[config.mk]
export PLATFORM = sky130hd
export DESIGN_NAME = mips_multicycle_control
export DESIGN_NICKNAME = d
export VERILOG_FILES = /design/src/rtl/mips_ctrl_pkg.sv /design/src/rtl/mips_ctrl_decode.sv /design/src/rtl/mips_multicycle_control.sv
export SDC_FILE = /design/constraint.sdc
export NUM_CORES = 1
export LEC_CHECK = 0
export ABC_AREA = 0
export BUFFER_PORTS_ARGS = -buffer_cell sky130_fd_sc_hd__buf_2
export CAP_MARGIN = 20
export CORE_MARGIN = 4
export CORE_UTILIZATION = 25
export DETAILED_ROUTE_END_ITERATION = 8
export SLEW_MARGIN = 30
export SYNTH_ARGS = -nofsm -noshare
export SYNTH_HDL_FRONTEND = slang
export SYNTH_SLANG_ARGS = --single-unit
[constraint.sdc]
create_clock -name clock_i -period 2.7 [get_ports clock_i]
set_input_delay 0.54 -clock clock_i [delete_from_list [all_inputs] [get_ports clock_i]]
set_output_delay 0.54 -clock clock_i [all_outputs]
set_load 0.05 [all_outputs]
[src/rtl/mips_ctrl_pkg.sv]
// mips_ctrl_pkg: state, opcode and control-encoding definitions shared by the multicycle controller.
package mips_ctrl_pkg;
  typedef enum logic [3:0] {
    FETCH, DECODE, MEM_ADDR, MEM_READ, MEM_WB, MEM_WRITE, ADDI_WB, EXECUTE, R_WB, BRANCH, JUMP, TRAP
  } state_e;
  localparam logic [5:0] OP_RTYPE = 6'h00;
  localparam logic [5:0] OP_LW    = 6'h23;
  localparam logic [5:0] OP_SW    = 6'h2B;
  localparam logic [5:0] OP_BEQ   = 6'h04;
  localparam logic [5:0] OP_J     = 6'h02;
  localparam logic [5:0] OP_ADDI  = 6'h08;
  localparam logic [1:0] ALUOP_ADD   = 2'b00;
  localparam logic [1:0] ALUOP_SUB   = 2'b01;
  localparam logic [1:0] ALUOP_FUNCT = 2'b10;
  localparam logic [1:0] ALUSRCB_RT      = 2'd0;
  localparam logic [1:0] ALUSRCB_FOUR    = 2'd1;
  localparam logic [1:0] ALUSRCB_IMM     = 2'd2;
  localparam logic [1:0] ALUSRCB_IMM_SH2 = 2'd3;
  localparam logic [1:0] PCSRC_ALU    = 2'd0;
  localparam logic [1:0] PCSRC_ALUOUT = 2'd1;
  localparam logic [1:0] PCSRC_JUMP   = 2'd2;
  typedef struct packed {
    logic       mem_req;
    logic       mem_we;
    logic       i_or_d;
    logic       ir_write;
    logic       pc_write;
    logic [1:0] pc_source;
    logic       alu_src_a;
    logic [1:0] alu_src_b;
    logic [1:0] alu_op;
    logic       reg_dst;
    logic       mem_to_reg;
    logic       reg_write;
    logic       trap;
  } ctrl_t;
  function automatic logic is_mem_state(input state_e s);
    return s inside {FETCH, MEM_READ, MEM_WRITE};
  endfunction
endpackage

[src/rtl/mips_ctrl_decode.sv]
// mips_ctrl_decode: combinational map from controller state to the datapath control bundle.
module mips_ctrl_decode
  import mips_ctrl_pkg::*;
(
  input  state_e state_i,
  input  logic   is_zero_i,
  input  logic   mem_ready_i,
  output ctrl_t  ctrl_o
);
  always_comb begin
    ctrl_o = '0;
    case (state_i)
      FETCH: begin
        ctrl_o.mem_req   = 1'b1;
        ctrl_o.ir_write  = mem_ready_i;
        ctrl_o.pc_write  = mem_ready_i;
        ctrl_o.pc_source = PCSRC_ALU;
        ctrl_o.alu_src_b = ALUSRCB_FOUR;
        ctrl_o.alu_op    = ALUOP_ADD;
      end
      DECODE: ctrl_o.alu_src_b = ALUSRCB_IMM_SH2;
      MEM_ADDR: begin
        ctrl_o.alu_src_a = 1'b1;
        ctrl_o.alu_src_b = ALUSRCB_IMM;
      end
      MEM_READ: begin
        ctrl_o.mem_req = 1'b1;
        ctrl_o.i_or_d  = 1'b1;
      end
      MEM_WB: begin
        ctrl_o.reg_write  = 1'b1;
        ctrl_o.mem_to_reg = 1'b1;
      end
      MEM_WRITE: begin
        ctrl_o.mem_req = 1'b1;
        ctrl_o.mem_we  = 1'b1;
        ctrl_o.i_or_d  = 1'b1;
      end
      ADDI_WB: ctrl_o.reg_write = 1'b1;
      EXECUTE: begin
        ctrl_o.alu_src_a = 1'b1;
        ctrl_o.alu_src_b = ALUSRCB_RT;
        ctrl_o.alu_op    = ALUOP_FUNCT;
      end
      R_WB: begin
        ctrl_o.reg_write = 1'b1;
        ctrl_o.reg_dst   = 1'b1;
      end
      BRANCH: begin
        ctrl_o.alu_src_a = 1'b1;
        ctrl_o.alu_src_b = ALUSRCB_RT;
        ctrl_o.alu_op    = ALUOP_SUB;
        ctrl_o.pc_source = PCSRC_ALUOUT;
        ctrl_o.pc_write  = is_zero_i;
      end
      JUMP: begin
        ctrl_o.pc_source = PCSRC_JUMP;
        ctrl_o.pc_write  = 1'b1;
      end
      TRAP: ctrl_o.trap = 1'b1;
      default: ;
    endcase
  end
endmodule

[src/rtl/mips_multicycle_control.sv]
// mips_multicycle_control: multicycle MIPS sequencer with memory handshake and timeout trap.
// Defining MIPS_CTRL_PERF_EN adds cycle_cnt_o/instr_cnt_o performance counters.
module mips_multicycle_control
  import mips_ctrl_pkg::*;
#(
  parameter int MEM_TIMEOUT = 0,
  parameter int PERF_W      = 32
) (
  input  logic       clock_i,
  input  logic       reset_i,
  input  logic [5:0] opcode_i,
  input  logic [5:0] funct_i,
  input  logic       is_zero_i,
  input  logic       mem_ready_i,
  output logic       mem_req_o,
  output logic       mem_we_o,
  output logic       i_or_d_o,
  output logic       ir_write_o,
  output logic       pc_write_o,
  output logic [1:0] pc_source_o,
  output logic       alu_src_a_o,
  output logic [1:0] alu_src_b_o,
  output logic [1:0] alu_op_o,
  output logic       reg_dst_o,
  output logic       mem_to_reg_o,
  output logic       reg_write_o,
  output logic       trap_o
`ifdef MIPS_CTRL_PERF_EN
  ,
  output logic [PERF_W-1:0] cycle_cnt_o,
  output logic [PERF_W-1:0] instr_cnt_o
`endif
);
  localparam int CW = MEM_TIMEOUT > 1 ? $clog2(MEM_TIMEOUT + 1) : 1;
  state_e        state_q, state_d;
  logic [CW-1:0] cnt_q, cnt_d;
  logic          timeout;
  ctrl_t         ctrl_raw, ctrl;
  logic          unused_funct;
  // funct is decoded by the ALU control, not here
  assign unused_funct = ^funct_i;
  assign timeout = (MEM_TIMEOUT != 0) && (32'(cnt_q) == MEM_TIMEOUT - 1) && is_mem_state(state_q);
  always_comb begin
    state_d = state_q;
    case (state_q)
      FETCH:     state_d = mem_ready_i ? DECODE : (timeout ? TRAP : FETCH);
      DECODE:    state_d = opcode_i == OP_RTYPE ? EXECUTE :
                           opcode_i inside {OP_LW, OP_SW, OP_ADDI} ? MEM_ADDR :
                           opcode_i == OP_BEQ ? BRANCH :
                           opcode_i == OP_J ? JUMP : TRAP;
      MEM_ADDR:  state_d = opcode_i == OP_LW ? MEM_READ : (opcode_i == OP_SW ? MEM_WRITE : ADDI_WB);
      MEM_READ:  state_d = mem_ready_i ? MEM_WB : (timeout ? TRAP : MEM_READ);
      MEM_WRITE: state_d = mem_ready_i ? FETCH : (timeout ? TRAP : MEM_WRITE);
      EXECUTE:   state_d = R_WB;
      TRAP:      state_d = TRAP;
      default:   state_d = FETCH;
    endcase
  end
  // wait counter restarts whenever the state changes, so each memory access gets a fresh budget
  assign cnt_d = (state_d == state_q) ? cnt_q + 1'b1 : '0;
`ifdef MIPS_CTRL_PERF_EN
  logic [PERF_W-1:0] cycle_cnt_q, instr_cnt_q;
  assign cycle_cnt_o = cycle_cnt_q;
  assign instr_cnt_o = instr_cnt_q;
`else
  localparam int unused_perf_w = PERF_W;
`endif
  always_ff @(posedge clock_i) begin
    if (reset_i) begin
      state_q <= FETCH;
      cnt_q   <= '0;
`ifdef MIPS_CTRL_PERF_EN
      cycle_cnt_q <= '0;
      instr_cnt_q <= '0;
`endif
    end else begin
      state_q <= state_d;
      cnt_q   <= cnt_d;
`ifdef MIPS_CTRL_PERF_EN
      if (state_q != TRAP) cycle_cnt_q <= cycle_cnt_q + 1'b1;
      if (state_d == FETCH && state_q != FETCH) instr_cnt_q <= instr_cnt_q + 1'b1;
`endif
    end
  end
  mips_ctrl_decode u_decode (
    .state_i    (state_q),
    .is_zero_i  (is_zero_i),
    .mem_ready_i(mem_ready_i),
    .ctrl_o     (ctrl_raw)
  );
  // reset aborts any access combinationally in the reset cycle itself
  assign ctrl         = reset_i ? '0 : ctrl_raw;
  assign mem_req_o    = ctrl.mem_req;
  assign mem_we_o     = ctrl.mem_we;
  assign i_or_d_o     = ctrl.i_or_d;
  assign ir_write_o   = ctrl.ir_write;
  assign pc_write_o   = ctrl.pc_write;
  assign pc_source_o  = ctrl.pc_source;
  assign alu_src_a_o  = ctrl.alu_src_a;
  assign alu_src_b_o  = ctrl.alu_src_b;
  assign alu_op_o     = ctrl.alu_op;
  assign reg_dst_o    = ctrl.reg_dst;
  assign mem_to_reg_o = ctrl.mem_to_reg;
  assign reg_write_o  = ctrl.reg_write;
  assign trap_o       = ctrl.trap;
endmodule

==> impl_results.html <==
<table>
<tr><th>Metric</th><th>Value</th></tr>
<tr><th colspan="2">Outcome</th></tr>
<tr><td>Run status</td><td>complete, no violations</td></tr>
<tr><th colspan="2">Cells and area</th></tr>
<tr><td>Total number of nets in the final design</td><td>124</td></tr>
<tr><td>Core Util, Final</td><td>35.7%</td></tr>
<tr><td>Layout-stage area growth over the synthesis result</td><td>29.5%</td></tr>
<tr><td>Final-layout fill cell count</td><td>225</td></tr>
<tr><td>Flip-flop count of the largest register, all copies and words added</td><td>4</td></tr>
<tr><td>Largest registers</td><td>state_q (4)</td></tr>
<tr><td>Largest Register</td><td>state_q</td></tr>
<tr><td>Ant. Diodes</td><td>0</td></tr>
<tr><td>Fraction of layout instances using a drive strength above 1</td><td>35.8%</td></tr>
<tr><th colspan="2">Clocking</th></tr>
<tr><td>Post-CTS Setup Inserts</td><td>0</td></tr>
<tr><td>Sink Count</td><td>4</td></tr>
<tr><td>H-tree depth reported by CTS</td><td>1</td></tr>
<tr><td>Number of gates resized after CTS</td><td>0</td></tr>
<tr><td>Hold buffer count at cts</td><td>0</td></tr>
<tr><td>Clock tree from TritonCTS</td><td>yes</td></tr>
<tr><td>Buffers from clock root to sink, at most</td><td>2</td></tr>
<tr><td>Number of buffers created by CTS</td><td>3</td></tr>
<tr><td>Clock transition at the registers of the reported paths</td><td>0.04 ns</td></tr>
<tr><td>Clk_lat worst skew</td><td>0.23 ns</td></tr>
<tr><td>Clk Tree Root Cell</td><td>sky130_fd_sc_hd__clkbuf_4</td></tr>
<tr><th colspan="2">Worst setup path</th></tr>
<tr><td>Reg2reg setup slack</td><td>0.90 ns</td></tr>
<tr><td>Slowest stage delay, CP</td><td>0.41 ns</td></tr>
<tr><td>Number of cells traversed by the worst register-to-register path</td><td>4</td></tr>
<tr><td>Setup crit start kind</td><td>flop</td></tr>
<tr><td>Worst reg2reg endpoint</td><td>state_q[0]</td></tr>
<tr><td>Critical-path cell list</td><td>buf_4, or3_1, nor3b_1, a21oi_1, o21ai_0, buf_2</td></tr>
<tr><td>Cell with the largest stage delay on the worst path</td><td>sky130_fd_sc_hd__or3_1</td></tr>
<tr><td>Crit-path max FO</td><td>10</td></tr>
<tr><td>Worst path required time</td><td>2.16 ns</td></tr>
<tr><td>Launching instance or port of the critical path</td><td>state_q[3]</td></tr>
<tr><td>Data arrival time at the worst-slack endpoint</td><td>1.85 ns</td></tr>
<tr><td>Crit Reg-Reg Startpoint</td><td>state_q[0]</td></tr>
<tr><td>Crit path capture type</td><td>output pin</td></tr>
<tr><td>Endpoint of the most critical setup path</td><td>pc_write_o</td></tr>
<tr><td>Setup Crit Path Kind</td><td>flop to output pin</td></tr>
<tr><th colspan="2">GRT</th></tr>
<tr><td>Maximum number of pins on one net before global-route repair</td><td>23</td></tr>
<tr><td>Global-route wire length before repair</td><td>2.68 mm</td></tr>
<tr><td>Vias in the first global route</td><td>603</td></tr>
<tr><td>All-layer global routing usage</td><td>10.4%</td></tr>
<tr><td>Number of antenna violations at the first check in global routing</td><td>0</td></tr>
<tr><td>Overflow left after global routing</td><td>0</td></tr>
<tr><th colspan="2">Synthesis</th></tr>
<tr><td>Number of unique standard cell types used by synthesis</td><td>34</td></tr>
<tr><td>Yosys warns</td><td>0</td></tr>
<tr><td>Synthesized net count</td><td>100</td></tr>
<tr><td>Per-instance average area after synthesis</td><td>6.76 sq um</td></tr>
<tr><td>Part of the Yosys area used for sequential elements</td><td>14.1%</td></tr>
<tr><td>Combined area of all synthesized cells</td><td>568 sq um</td></tr>
<tr><td>Fraction of synthesis flops using an asynchronous set or reset pin</td><td>0%</td></tr>
<tr><td>Primary FF master, synth</td><td>sky130_fd_sc_hd__dfxtp_1</td></tr>
<tr><td>Count of flip-flops with a built-in enable after synthesis</td><td>0</td></tr>
<tr><td>Flip-flop and latch count after synthesis</td><td>4</td></tr>
<tr><td>Synth Instances</td><td>84</td></tr>
<tr><th colspan="2">STA</th></tr>
<tr><td>Setup repair after global routing missed its margin</td><td>no</td></tr>
<tr><td>Actual transition at the worst max-transition pin</td><td>0.627 ns</td></tr>
<tr><td>Number of pins with negative max-slew slack in the final report</td><td>0</td></tr>
<tr><td>Setup_tns</td><td>0 ns</td></tr>
<tr><td>Setup skew after layout</td><td>0.000859 ns</td></tr>
<tr><td>Highest clock frequency the design can meet</td><td>418 MHz</td></tr>
<tr><td>Min Hold Slack</td><td>0.627 ns</td></tr>
<tr><td>Fraction of the cycle the final worst path needs</td><td>88.5%</td></tr>
<tr><td>Final count of negative-setup-slack endpoints</td><td>0</td></tr>
<tr><td>Post-route minimum period</td><td>2.39 ns</td></tr>
<tr><td>Headroom to the max-slew limit</td><td>58.1%</td></tr>
<tr><td>Final count of hold timing violations</td><td>0</td></tr>
<tr><th colspan="2">Die</th></tr>
<tr><td># rows</td><td>16</td></tr>
<tr><td>Number of top-level pins</td><td>32</td></tr>
<tr><td>Die span in y</td><td>55.7 um</td></tr>
<tr><td>Placeable core area</td><td>2060 sq um</td></tr>
<tr><td>Initial core utilization</td><td>27.5%</td></tr>
<tr><td>Die ar.</td><td>3100 sq um</td></tr>
<tr><td>Width of the die</td><td>55.7 um</td></tr>
<tr><th colspan="2">Route</th></tr>
<tr><td>Via total after detailed routing</td><td>663</td></tr>
<tr><td>DR WL/cell</td><td>12.1 um</td></tr>
<tr><td>Final wirelength</td><td>1.61 mm</td></tr>
<tr><td>Number of search-and-repair iterations in the first detailed-routing pass</td><td>4</td></tr>
<tr><td>Drt initial violations</td><td>7</td></tr>
<tr><td>Vias per cell</td><td>4.98</td></tr>
<tr><td>Post-route ant nets</td><td>0</td></tr>
<tr><td>DRC violation count after routing</td><td>0</td></tr>
<tr><th colspan="2">Place</th></tr>
<tr><td>Post-detail-place hpwl</td><td>1.21 mm</td></tr>
<tr><td>Routability Congestion</td><td>0.739</td></tr>
<tr><td>Count of port buffers added during placement</td><td>25</td></tr>
<tr><th colspan="2">Power and ir drop</th></tr>
<tr><td>Leakage power of the design</td><td>0.349 nW</td></tr>
<tr><td>Areal power density over the cells</td><td>933 nW/um^2</td></tr>
<tr><td>VDD IR-drop max</td><td>0.425 mV</td></tr>
<tr><th colspan="2">Flow run</th></tr>
<tr><td>Number of violations of the max-capacitance limit</td><td>0</td></tr>
<tr><th colspan="2">Min path</th></tr>
<tr><td>Startpoint of the most critical hold path</td><td>reset_i</td></tr>
<tr><td>Worst min path class</td><td>input port to flop</td></tr>
</table>
## routing by layer
metal | part of all wire (%) | track usage [%]
met1 | 49 | 13.0
met2 | 41 | 15.5
met3 | 9.9 | 5.34
met4 | 0 | 3.13
met5 | 0 | 0
## power by group
group / internal [mW] / switching [mW]
logic: 0.165 / 0.303
registers: 0.0798 / 0.0646
clock network: 0.0497 / 0.0244
total: 0.295 / 0.392
## placed cells by master, fill, tap and decap left out
| cell | n |
|---|---|
| sky130_fd_sc_hd__a311o_1 | 1 |
| sky130_fd_sc_hd__o31a_1 | 1 |
| sky130_fd_sc_hd__o21a_1 | 1 |
| sky130_fd_sc_hd__a211o_1 | 1 |
| sky130_fd_sc_hd__nor3b_1 | 1 |
| sky130_fd_sc_hd__nor2_1 | 11 |
| sky130_fd_sc_hd__clkbuf_4 | 3 |
| sky130_fd_sc_hd__o31a_2 | 2 |
| sky130_fd_sc_hd__nor4b_1 | 1 |
| sky130_fd_sc_hd__and4b_1 | 1 |
| sky130_fd_sc_hd__nor3_1 | 8 |
| sky130_fd_sc_hd__nor2_2 | 1 |
| sky130_fd_sc_hd__a21oi_1 | 7 |
| sky130_fd_sc_hd__inv_1 | 1 |
| sky130_fd_sc_hd__or4b_1 | 1 |
| sky130_fd_sc_hd__nor2b_1 | 2 |
| sky130_fd_sc_hd__and3_1 | 4 |
| sky130_fd_sc_hd__o21ai_0 | 3 |
| sky130_fd_sc_hd__nor4_4 | 1 |
| sky130_fd_sc_hd__and2_1 | 1 |
| sky130_fd_sc_hd__or4_1 | 1 |
| sky130_fd_sc_hd__dfxtp_1 | 4 |
| sky130_fd_sc_hd__nand2_1 | 4 |
| sky130_fd_sc_hd__or3_1 | 2 |
| sky130_fd_sc_hd__buf_2 | 25 |
| sky130_fd_sc_hd__a21boi_0 | 1 |
| sky130_fd_sc_hd__or3b_2 | 1 |
| sky130_fd_sc_hd__nand2b_1 | 6 |
| sky130_fd_sc_hd__nor4_1 | 1 |
| sky130_fd_sc_hd__o21ba_2 | 1 |
| sky130_fd_sc_hd__a31oi_1 | 2 |
| sky130_fd_sc_hd__nor4b_2 | 1 |
| sky130_fd_sc_hd__xor2_1 | 2 |
| sky130_fd_sc_hd__buf_4 | 2 |
| sky130_fd_sc_hd__or4_4 | 1 |
## cell type report
type                            count  area (sq um)  area share [%]
Sequential cell                     4          80.1            10.9
Inverter                            1          3.75           0.510
Clock buffer                        3          22.5            3.06
Timing Repair Buffer               27           140            19.0
Tap cell                           27          33.8            4.59
Multi-Input combinational cell     71           455            61.9
## cells by family (layout without fill, tap and decap cells)
| kind of cell | after synthesis | after routing | synth area share, % |
|---|---|---|---|
| AOI/OAI and AO/OA | 20 | 20 | 23.8 |
| xor gates and xnor gates | 2 | 2 | 3.08 |
| buffers and inverters | 9 | 31 | 7.27 |
| DFF | 4 | 4 | 14.1 |
| and+or+nand+nor | 49 | 49 | 51.8 |
## worst max-delay path, delay by kind of cell, from the launching register on
kind,cells,cell delay [ns]
AO/OA/AOI/OAI,2,0.20
buffers and inverters,2,0.46
flip-flops,1,0.33
AND/OR/NAND/NOR,2,0.62
## synth_stat cells, types with 2 or more instances
| cell type | n | area, sq um |
|---|---|---|
| sky130_fd_sc_hd__clkbuf_1 | 3 | 11.3 |
| sky130_fd_sc_hd__dfxtp_1 | 4 | 80.1 |
| sky130_fd_sc_hd__a31oi_1 | 2 | 12.5 |
| sky130_fd_sc_hd__o31a_2 | 2 | 20.0 |
| sky130_fd_sc_hd__or3_1 | 2 | 12.5 |
| sky130_fd_sc_hd__nor4b_1 | 2 | 17.5 |
| sky130_fd_sc_hd__nand2_1 | 4 | 15.0 |
| sky130_fd_sc_hd__nor2_1 | 12 | 45.0 |
| sky130_fd_sc_hd__xor2_1 | 2 | 17.5 |
| sky130_fd_sc_hd__nor3_1 | 8 | 40.0 |
| sky130_fd_sc_hd__nor2b_1 | 2 | 12.5 |
| sky130_fd_sc_hd__buf_2 | 3 | 15.0 |
| sky130_fd_sc_hd__a21oi_1 | 7 | 35.0 |
| sky130_fd_sc_hd__o21ai_0 | 3 | 15.0 |
| sky130_fd_sc_hd__nand2b_1 | 6 | 37.5 |
| sky130_fd_sc_hd__and3_1 | 4 | 25.0 |
## worst min-delay path by stage
stage | endpoint | slack [ns] | cells past startpoint
finish | state_q[3] | 0.63 | 2
global placement | state_q[3] | 0.67 | 3
CTS | state_q[3] | 0.62 | 2
floorplan | state_q[3] | 0.70 | 3
detailed placement | state_q[3] | 0.67 | 3
global route | state_q[3] | 0.62 | 2
## stage by stage
step / instances / setup WS (ns) / area (sq um) / power (mW)
after global routing: 133 / 0.201 / 736 / 0.749
after global placement: 130 / 0.381 / 713 / 0.606
after detailed placement: 130 / 0.368 / 713 / 0.613
after CTS: 133 / 0.299 / 736 / 0.693
final: 133 / 0.309 / 736 / 0.687
after floorplan: 84 / -0.284 / 577 / 0.517
Power figures use the tool's default switching activity.
